**config.mk**
```make
export PLATFORM = sky130hd
export DESIGN_NAME = ps2_host_tx
export DESIGN_NICKNAME = d
export VERILOG_FILES = /design/src/rtl/ps2_pkg.sv /design/src/rtl/ps2_line_sync.sv /design/src/rtl/ps2_host_tx.sv
export SDC_FILE = /design/constraint.sdc
export NUM_CORES = 1
export LEC_CHECK = 0
export CAP_MARGIN = 20
export CORE_UTILIZATION = 58
export DETAILED_ROUTE_END_ITERATION = 16
export GPL_TIMING_DRIVEN = 1
export PLACE_DENSITY = 0.76
export SETUP_SLACK_MARGIN = 0.3
export SYNTH_ARGS = -nofsm -noshare
export SYNTH_HDL_FRONTEND = slang
export SYNTH_SLANG_ARGS = --single-unit
```
**constraint.sdc**
```tcl
create_clock -name clk -period 2.4 [get_ports clk]
set_input_delay 0.6 -clock clk [delete_from_list [all_inputs] [get_ports clk]]
set_output_delay 0.6 -clock clk [all_outputs]
set_load 0.005 [all_outputs]
```
**src/rtl/ps2_pkg.sv**
```systemverilog
// Shared PS/2 definitions: host transmitter states, command/response codes, timing helper.
package ps2_pkg;

  typedef enum logic [2:0] {
    IDLE,
    INHIBIT,
    RTS,
    SHIFT,
    WAIT_IDLE,
    DONE
  } ps2_state_e;

  localparam logic [7:0] PS2_CMD_RESET    = 8'hFF;
  localparam logic [7:0] PS2_CMD_ENABLE   = 8'hF4;
  localparam logic [7:0] PS2_CMD_SET_RATE = 8'hF3;
  localparam logic [7:0] PS2_RSP_ACK      = 8'hFA;
  localparam logic [7:0] PS2_RSP_BAT_OK   = 8'hAA;

  function automatic logic [23:0] us_to_cyc(input int unsigned clk_hz, input int unsigned us);
    return 24'(clk_hz / 1_000_000 * us);
  endfunction

endpackage

```
**src/rtl/ps2_line_sync.sv**
```systemverilog
// Two-flop synchronizer for the PS/2 clock and data pads, with clock falling-edge detect.
module ps2_line_sync
  import ps2_pkg::*;
(
  input  logic clk,
  input  logic reset,
  input  logic clk_pad,
  input  logic data_pad,
  output logic clk_sync,
  output logic data_sync,
  output logic clk_fe
);

  logic [2:0] clk_ff;
  logic [1:0] data_ff;

  // Reset to the idle-high bus level so release never looks like an edge.
  always_ff @(posedge clk or posedge reset) begin
    if (reset) begin
      clk_ff  <= 3'b111;
      data_ff <= 2'b11;
    end else begin
      clk_ff  <= {clk_ff[1:0], clk_pad};
      data_ff <= {data_ff[0], data_pad};
    end
  end

  assign clk_sync  = clk_ff[1];
  assign data_sync = data_ff[1];
  assign clk_fe    = clk_ff[2] & ~clk_ff[1];

endmodule

```
**src/rtl/ps2_host_tx.sv**
```systemverilog
// Host-to-device PS/2 transmitter: inhibit, request-to-send, shift on device clock, ack check.
// Optional per-edge watchdog enabled by defining PS2_TX_TIMEOUT_EN.
module ps2_host_tx
  import ps2_pkg::*;
#(
  parameter int unsigned CLK_HZ     = 100_000_000,
  parameter int unsigned INHIBIT_US = 100,
  parameter int unsigned RTS_US     = 1,
  parameter int unsigned TIMEOUT_US = 15000
) (
  input  logic       clk,
  input  logic       reset,
  input  logic [7:0] tx_data,
  input  logic       tx_valid,
  output logic       tx_ready,
  input  logic       ps2_clk_in,
  input  logic       ps2_data_in,
  output logic       ps2_clk_oe,
  output logic       ps2_data_oe,
  output logic       busy,
  output logic       tx_done,
  output logic       tx_ack_ok,
  output logic       tx_err
);

  localparam logic [23:0] INHIBIT_LAST = us_to_cyc(CLK_HZ, INHIBIT_US) - 24'd1;
  localparam logic [23:0] RTS_LAST     = us_to_cyc(CLK_HZ, RTS_US) - 24'd1;
  localparam logic [23:0] TIMEOUT_LAST = us_to_cyc(CLK_HZ, TIMEOUT_US) - 24'd1;

  ps2_state_e  state_q, state_d;
  logic [23:0] cnt_q, cnt_d;
  logic [7:0]  shreg_q, shreg_d;
  logic [3:0]  bitcnt_q, bitcnt_d;
  logic        parity_q, parity_d;
  logic        data_q, data_d;
  logic        ack_q, ack_d;
  logic        rdy_q;
  logic        clk_sync, data_sync, clk_fe;

  ps2_line_sync u_sync (
    .clk       (clk),
    .reset     (reset),
    .clk_pad   (ps2_clk_in),
    .data_pad  (ps2_data_in),
    .clk_sync  (clk_sync),
    .data_sync (data_sync),
    .clk_fe    (clk_fe)
  );

`ifdef PS2_TX_TIMEOUT_EN
  logic err_q, err_d;
`else
  logic unused_timeout;
  assign unused_timeout = ^TIMEOUT_LAST;
`endif

  always_comb begin
    state_d  = state_q;
    cnt_d    = cnt_q;
    shreg_d  = shreg_q;
    bitcnt_d = bitcnt_q;
    parity_d = parity_q;
    data_d   = data_q;
    ack_d    = ack_q;
`ifdef PS2_TX_TIMEOUT_EN
    err_d    = 1'b0;
`endif
    unique case (state_q)
      IDLE: begin
        if (tx_valid && tx_ready) begin
          shreg_d  = tx_data;
          parity_d = ~^tx_data;
          bitcnt_d = 4'd0;
          cnt_d    = 24'd0;
          data_d   = 1'b0;
          state_d  = INHIBIT;
        end
      end
      INHIBIT: begin
        if (cnt_q == INHIBIT_LAST) begin
          cnt_d   = 24'd0;
          state_d = RTS;
        end else begin
          cnt_d = cnt_q + 24'd1;
        end
      end
      RTS: begin
        if (cnt_q == RTS_LAST) begin
          cnt_d   = 24'd0;
          data_d  = 1'b1;  // start bit stays on the line until the first device edge
          state_d = SHIFT;
        end else begin
          cnt_d = cnt_q + 24'd1;
        end
      end
      SHIFT: begin
        if (clk_fe) begin
          bitcnt_d = bitcnt_q + 4'd1;
          cnt_d    = 24'd0;
          if (bitcnt_q < 4'd8) begin
            data_d = ~shreg_q[bitcnt_q[2:0]];
          end else if (bitcnt_q == 4'd8) begin
            data_d = ~parity_q;
          end else if (bitcnt_q == 4'd9) begin
            data_d = 1'b0;
          end else begin
            ack_d   = ~data_sync;
            state_d = WAIT_IDLE;
          end
        end
`ifdef PS2_TX_TIMEOUT_EN
        else if (cnt_q == TIMEOUT_LAST) begin
          err_d   = 1'b1;
          state_d = IDLE;
        end else begin
          cnt_d = cnt_q + 24'd1;
        end
`endif
      end
      WAIT_IDLE: begin
        if (clk_sync && data_sync) begin
          state_d = DONE;
        end
`ifdef PS2_TX_TIMEOUT_EN
        else if (cnt_q == TIMEOUT_LAST) begin
          err_d   = 1'b1;
          state_d = IDLE;
        end else begin
          cnt_d = cnt_q + 24'd1;
        end
`endif
      end
      DONE:    state_d = IDLE;
      default: state_d = IDLE;
    endcase
  end

  always_ff @(posedge clk or posedge reset) begin
    if (reset) begin
      state_q  <= IDLE;
      cnt_q    <= 24'd0;
      shreg_q  <= 8'd0;
      bitcnt_q <= 4'd0;
      parity_q <= 1'b0;
      data_q   <= 1'b0;
      ack_q    <= 1'b0;
      rdy_q    <= 1'b0;
    end else begin
      state_q  <= state_d;
      cnt_q    <= cnt_d;
      shreg_q  <= shreg_d;
      bitcnt_q <= bitcnt_d;
      parity_q <= parity_d;
      data_q   <= data_d;
      ack_q    <= ack_d;
      rdy_q    <= 1'b1;
    end
  end

`ifdef PS2_TX_TIMEOUT_EN
  always_ff @(posedge clk or posedge reset) begin
    if (reset) err_q <= 1'b0;
    else       err_q <= err_d;
  end
  assign tx_err = err_q;
`else
  assign tx_err = 1'b0;
`endif

  // Line drives decode straight from state so reset releases the pads asynchronously.
  assign ps2_clk_oe  = (state_q == INHIBIT) || (state_q == RTS);
  assign ps2_data_oe = (state_q == RTS) || ((state_q == SHIFT) && data_q);
  assign tx_ready    = rdy_q && (state_q == IDLE);
  assign busy        = (state_q != IDLE) && (state_q != DONE);
  assign tx_done     = (state_q == DONE);
  assign tx_ack_ok   = (state_q == DONE) && ack_q;

endmodule

```
== Yosys cells after proc, flatten, opt, wreduce, memory -nomap -nowiden ==
Cells that the tools add are included.
Operators by class
  add/subtract/negate cells: 2
  $lt $le $gt $ge: 2
  equal/unequal tests: 19
  multiplexer cells: 26
  bitwise operators: 8
  reduce and logical (&&, ||, !) cells: 20
Operators by type and width (count)
  $mux W24: 4
  $pmux W24 S4: 1
  $add A24 B1 Y24 const B: 1
  $eq A24 B14 Y1 const B: 1
  $eq A24 B7 Y1 const B: 1
  $mux W3: 8
  $ne A2 B2 Y1 const B: 8
  $pmux W3 S5: 1
  $reduce_and A5 Y1: 2
  $eq A4 B4 Y1 const B: 2
  $mux W4: 2
  $pmux W4 S2: 1
  $reduce_and A8 Y1: 1
  $reduce_xnor A8 Y1: 1
  $mux W1: 7
  $not A1 Y1: 7
  $eq A3 B2 Y1 const B: 2
  $eq A3 B3 Y1 const B: 2
  $logic_and A1 B1 Y1: 6
  $reduce_and A3 Y1: 2
  $reduce_bool A3 Y1: 2
  $add A4 B1 Y4 const B: 1
  $lt A3 B4 Y1 const B: 1
  $lt A4 B4 Y1 const B: 1
  11 further kinds: 12
Word-level totals
  flip-flop bits (word level): 48
  input bits: 13
  output and inout bits: 7
  logic and storage cells: 87

== Depth between registers and ports, before layout ==
  depth after elaboration: 6
  mapped depth: 8
  mapped depth without buffers: 8

== Cells and area by module ==
A second synthesis with hierarchy kept.
Second synthesis, totals
  cells, all modules: 316
  area total of the unflattened synthesis: 2875.3 µm²
By module, submodules not included
  ps2_host_tx: times used 1, cells an instance 309, area each 2726.4 µm², seq. area each 1076.0 µm²
  ps2_line_sync: times used 1, cells an instance 7, area each 148.9 µm², seq. area each 131.4 µm²

== Worst setup path after synthesis ==
Ideal clock, no wire load.
  path kind: in2reg
  start point: input tx_valid
  end point: register cnt_q[21]
  library setup time: 0.131 ns
  arrival: 1.999 ns
  required time: 2.269 ns
  path slack: 0.271 ns
  cell stages on the path: 6
  path buffers: 0
  path through: a211oi_2 -> a311oi_4 -> nand3_2 -> or4_1 -> xor2_1 -> nor2_2
On the way
  word-level cells in the longest chain between the ends: 3
Ends and longest elaborated chain
  start: declaration: line ps2_host_tx.sv:14  | input logic tx_valid,
  $logic_and A1 B1 Y1: line ps2_host_tx.sv:70  | if (tx_valid && tx_ready) begin
  $ne A2 B2 Y1 (no line)
  $reduce_and A3 Y1 (no line)
  end signal: assignment: line ps2_host_tx.sv:150  | cnt_q <= cnt_d;
  end: declaration: line ps2_host_tx.sv:31  | logic [23:0] cnt_q, cnt_d;
Every way passes these cells.
A chain may end at the register's enable or synchronous reset.

== Worst setup path in the final report ==
  start point: register state_q[1]
  end point: output tx_done
On the way
  word-level cells in the longest chain between the ends: 1
Ends and longest elaborated chain
  start: declaration: line ps2_host_tx.sv:30  | ps2_state_e state_q, state_d;
  start signal: assignment: line ps2_host_tx.sv:149  | state_q <= state_d;
  $eq A3 B3 Y1: line ps2_host_tx.sv:175  | assign tx_done = (state_q == DONE);
  end: declaration: line ps2_host_tx.sv:21  | output logic tx_done,
Every way passes these cells.

==> flow_summary.ini <==
[status]
status = completed

[route]
routed_wl_um = 5620
initialDrtViolationCount = 119
wl_per_cell_um = 16.1
ant_nets = 0
drc = 0
first_pass_iters = 4
vias = 2057
viasPerCell = 5.88

[critical_path]
critPathLaunch = state_q[1]$_DFFE_PP0P_
end_kind = primary output
worstPathArrival_ns = 1.68
crit_fanout = 11
timing.rr.start = cnt_q[4]$_DFFE_PP0P_
path_class = flop to primary output
crit_required_ns = 1.80
crit_path_start_kind = flop

[die]
rows = 23
dieArea_um2 = 4680
fp.dieH_um = 68.4
start_util_pct = 62.2
die_w_um = 68.4
io_pins = 20
core_region_area_um2 = 4120

[layout]
fillers = 304
drive_gt1_share_pct = 22.0
finalCoreUtilization_pct = 75.2
final_common_cell = dfrtp_1
final_cell_mix = 40 x dfrtp_1, 37 x nor2_1, 21 x buf_4
antenna_cells = 0
syn_to_final_growth_pct = 21.0
fin_nets = 316

[place]
dp_hpwl_um = 3770
port_buffers = 18
gp_congestion = 0.836
place_ws_ns = -0.100

[clock_network]
clk_pin_slew_ns = 0.09
cts_buffer_depth = 2
cts_tree = yes
cts_inserted_buffers = 5
cts.sinks = 48
cts_max_level = 2
cts_root_buf = clkbuf_8
worstSkewPairLatency_ns = 0.30

[sta]
clock_skew_ns = 0.00969
final_hold_viol_count = 0
max_freq_mhz = 438
fin_crit_ns = 2.28
final-setup-viol-count = 0
fin_crit_sh_pct = 95.0
fin_hold_ws_ns = 0.360
worst_slack_ns = 0.119
rsz0062_at_grt = yes
finalSetupTns_ns = 0
finalMaxSlewViolations = 0

[logic_synthesis]
avgSynthCellArea_um2 = 9.88
yosysSeqAreaShare_pct = 47.2
synth_nets = 276
synthCells = 259
synth_ff_type = dfrtp_1
synthDistinctLibCells = 44
async_reset_ff_share_pct = 100
synth_edf_count = 0
yosysWarnings = 0
synth-seq-cells = 48
synth.area.top_cells = dfrtp_1 42%, nor2_1 5.7%, dfstp_2 5.1%
syn_area_um2 = 2560
yosys.area.top_type = dfrtp_1
yosys.area.top_type_share_pct = 42.1

[hold_path]
holdCritPathClass = flop to flop
min-delay-start = u_sync.data_ff[0]$_DFF_PP1_

[job]
maxCapViolCount = 0

[pwr]
pwr_density_cell_nw_per_um2 = 673
peakVddDrop_mv = 0.500
p_leak_nw = 1.38

[global_route]
grt_usage_pct = 26.4
grt_max_degree = 31
antenna_found_initial = 0
grt_pass1_wl_um = 8890
overflow = 0
grt_pass1_vias = 1891
[kinds of logic after synthesis]
| logic type | Yosys count | synth area share [%] |
|---|---|---|
| other cells | 2 | 0.294 |
| simple gates | 112 | 21.7 |
| buf+inv | 16 | 2.59 |
| fa+ha+maj | 4 | 1.96 |
| mux | 12 | 6.11 |
| xor+xnor | 25 | 8.56 |
| flops | 48 | 47.2 |
| compound gates | 40 | 11.6 |
[registers in the layout, summed over array words and instances (netlist names)]
register / flops
state_q: 3
shreg_q: 8
u_sync.data_ff: 2
u_sync.clk_ff: 3
bitcnt_q: 4
data_q: 1
ack_q: 1
rdy_q: 1
cnt_q: 24
parity_q: 1
[layer usage]
metal / wire length (µm) / GRT usage, % / vias to the layer above
li1: - / - / 991
met1: 2530 / 35.1 / 1002
met2: 2760 / 42.0 / 59
met3: 270 / 5.83 / 5
met4: 59 / 9.64 / 0
met5: 0 / 0 / -
[final cells by class]
| class | count | area [µm²] | share of cell area, % |
|---|---|---|---|
| Multi-Input combinational cell | 195 | 1330 | 42.8 |
| Sequential cell | 48 | 1210 | 39.1 |
| Timing Repair Buffer | 42 | 378 | 12.2 |
| Clock buffer | 6 | 82.6 | 2.67 |
| Tap cell | 50 | 62.6 | 2.02 |
| Inverter | 7 | 26.3 | 0.849 |
| Clock inverter | 2 | 10.0 | 0.323 |
[metrics by stage]
step	power (W)	cells	cell area, µm²
final	0.00208	350	3100
after global routing	0.00221	350	3100
after CTS	0.00209	347	3050
after detailed placement	0.00158	329	2860
after global placement	0.00156	329	2860
after floorplan	0.00142	259	2560
[power by group]
part	internal (W)	leakage [nW]	switching [W]	total (W)
Clock	0.000230	0.0510	0.000262	0.000493
Combinational	0.000275	0.711	0.000238	0.000513
Sequential	0.000952	0.616	0.000126	0.00108
[synth_stat cells (2+ instances only)]
cell	instances
a21boi_0	2
a21oi_1	2
a22o_1	6
a2bb2oi_1	2
a31oi_1	2
and3_1	7
buf_2	2
clkbuf_1	6
conb_1	2
dfrtp_1	43
dfstp_2	5
ha_1	4
inv_1	7
mux2_2	9
mux4_2	2
nand2_1	17
nand2b_1	5
nand3_1	12
nand4_1	13
nor2_1	39
nor2b_1	3
nor3_1	5
nor4_1	3
o211ai_1	2
o21a_1	2
o21ai_0	13
o31ai_1	4
xnor2_1	11
xor2_1	14
[path summary, 6_finish.rpt]
check	cells past startpoint	slack, ns	to
setup / recovery	4	0.12	tx_done
hold / removal	0	0.36	u_sync.data_ff[1]$_DFF_PP1_
setup reg to reg	6	0.34	cnt_q[2]$_DFFE_PP0P_
hold reg to reg	0	0.36	u_sync.data_ff[1]$_DFF_PP1_
max in group asynchronous	3	1.27	bitcnt_q[0]$_DFFE_PP0P_
min in group asynchronous	2	0.62	rdy_q$_DFF_PP0_
[critical path: stages (launching register included)]
cell and delay (ns):
dfrtp_2 0.44, buf_4 0.18, nand2b_4 0.16, nor2_1 0.09, clkdlybuf4s50_1 0.50
[timing repair]
| action | 4_1_cts | 5_1_grt |
|---|---|---|
| pin swaps | 2 | 3 |
| endpoints found under the hold margin | 0 | 0 |
| setup endpoints to repair | 10 | 12 |
| resized for setup | 16 | 6 |
| buffers inserted | 10 | 3 |
| hold buffers | 0 | 0 |
No activity file was read; power rests on OpenSTA's default activity.
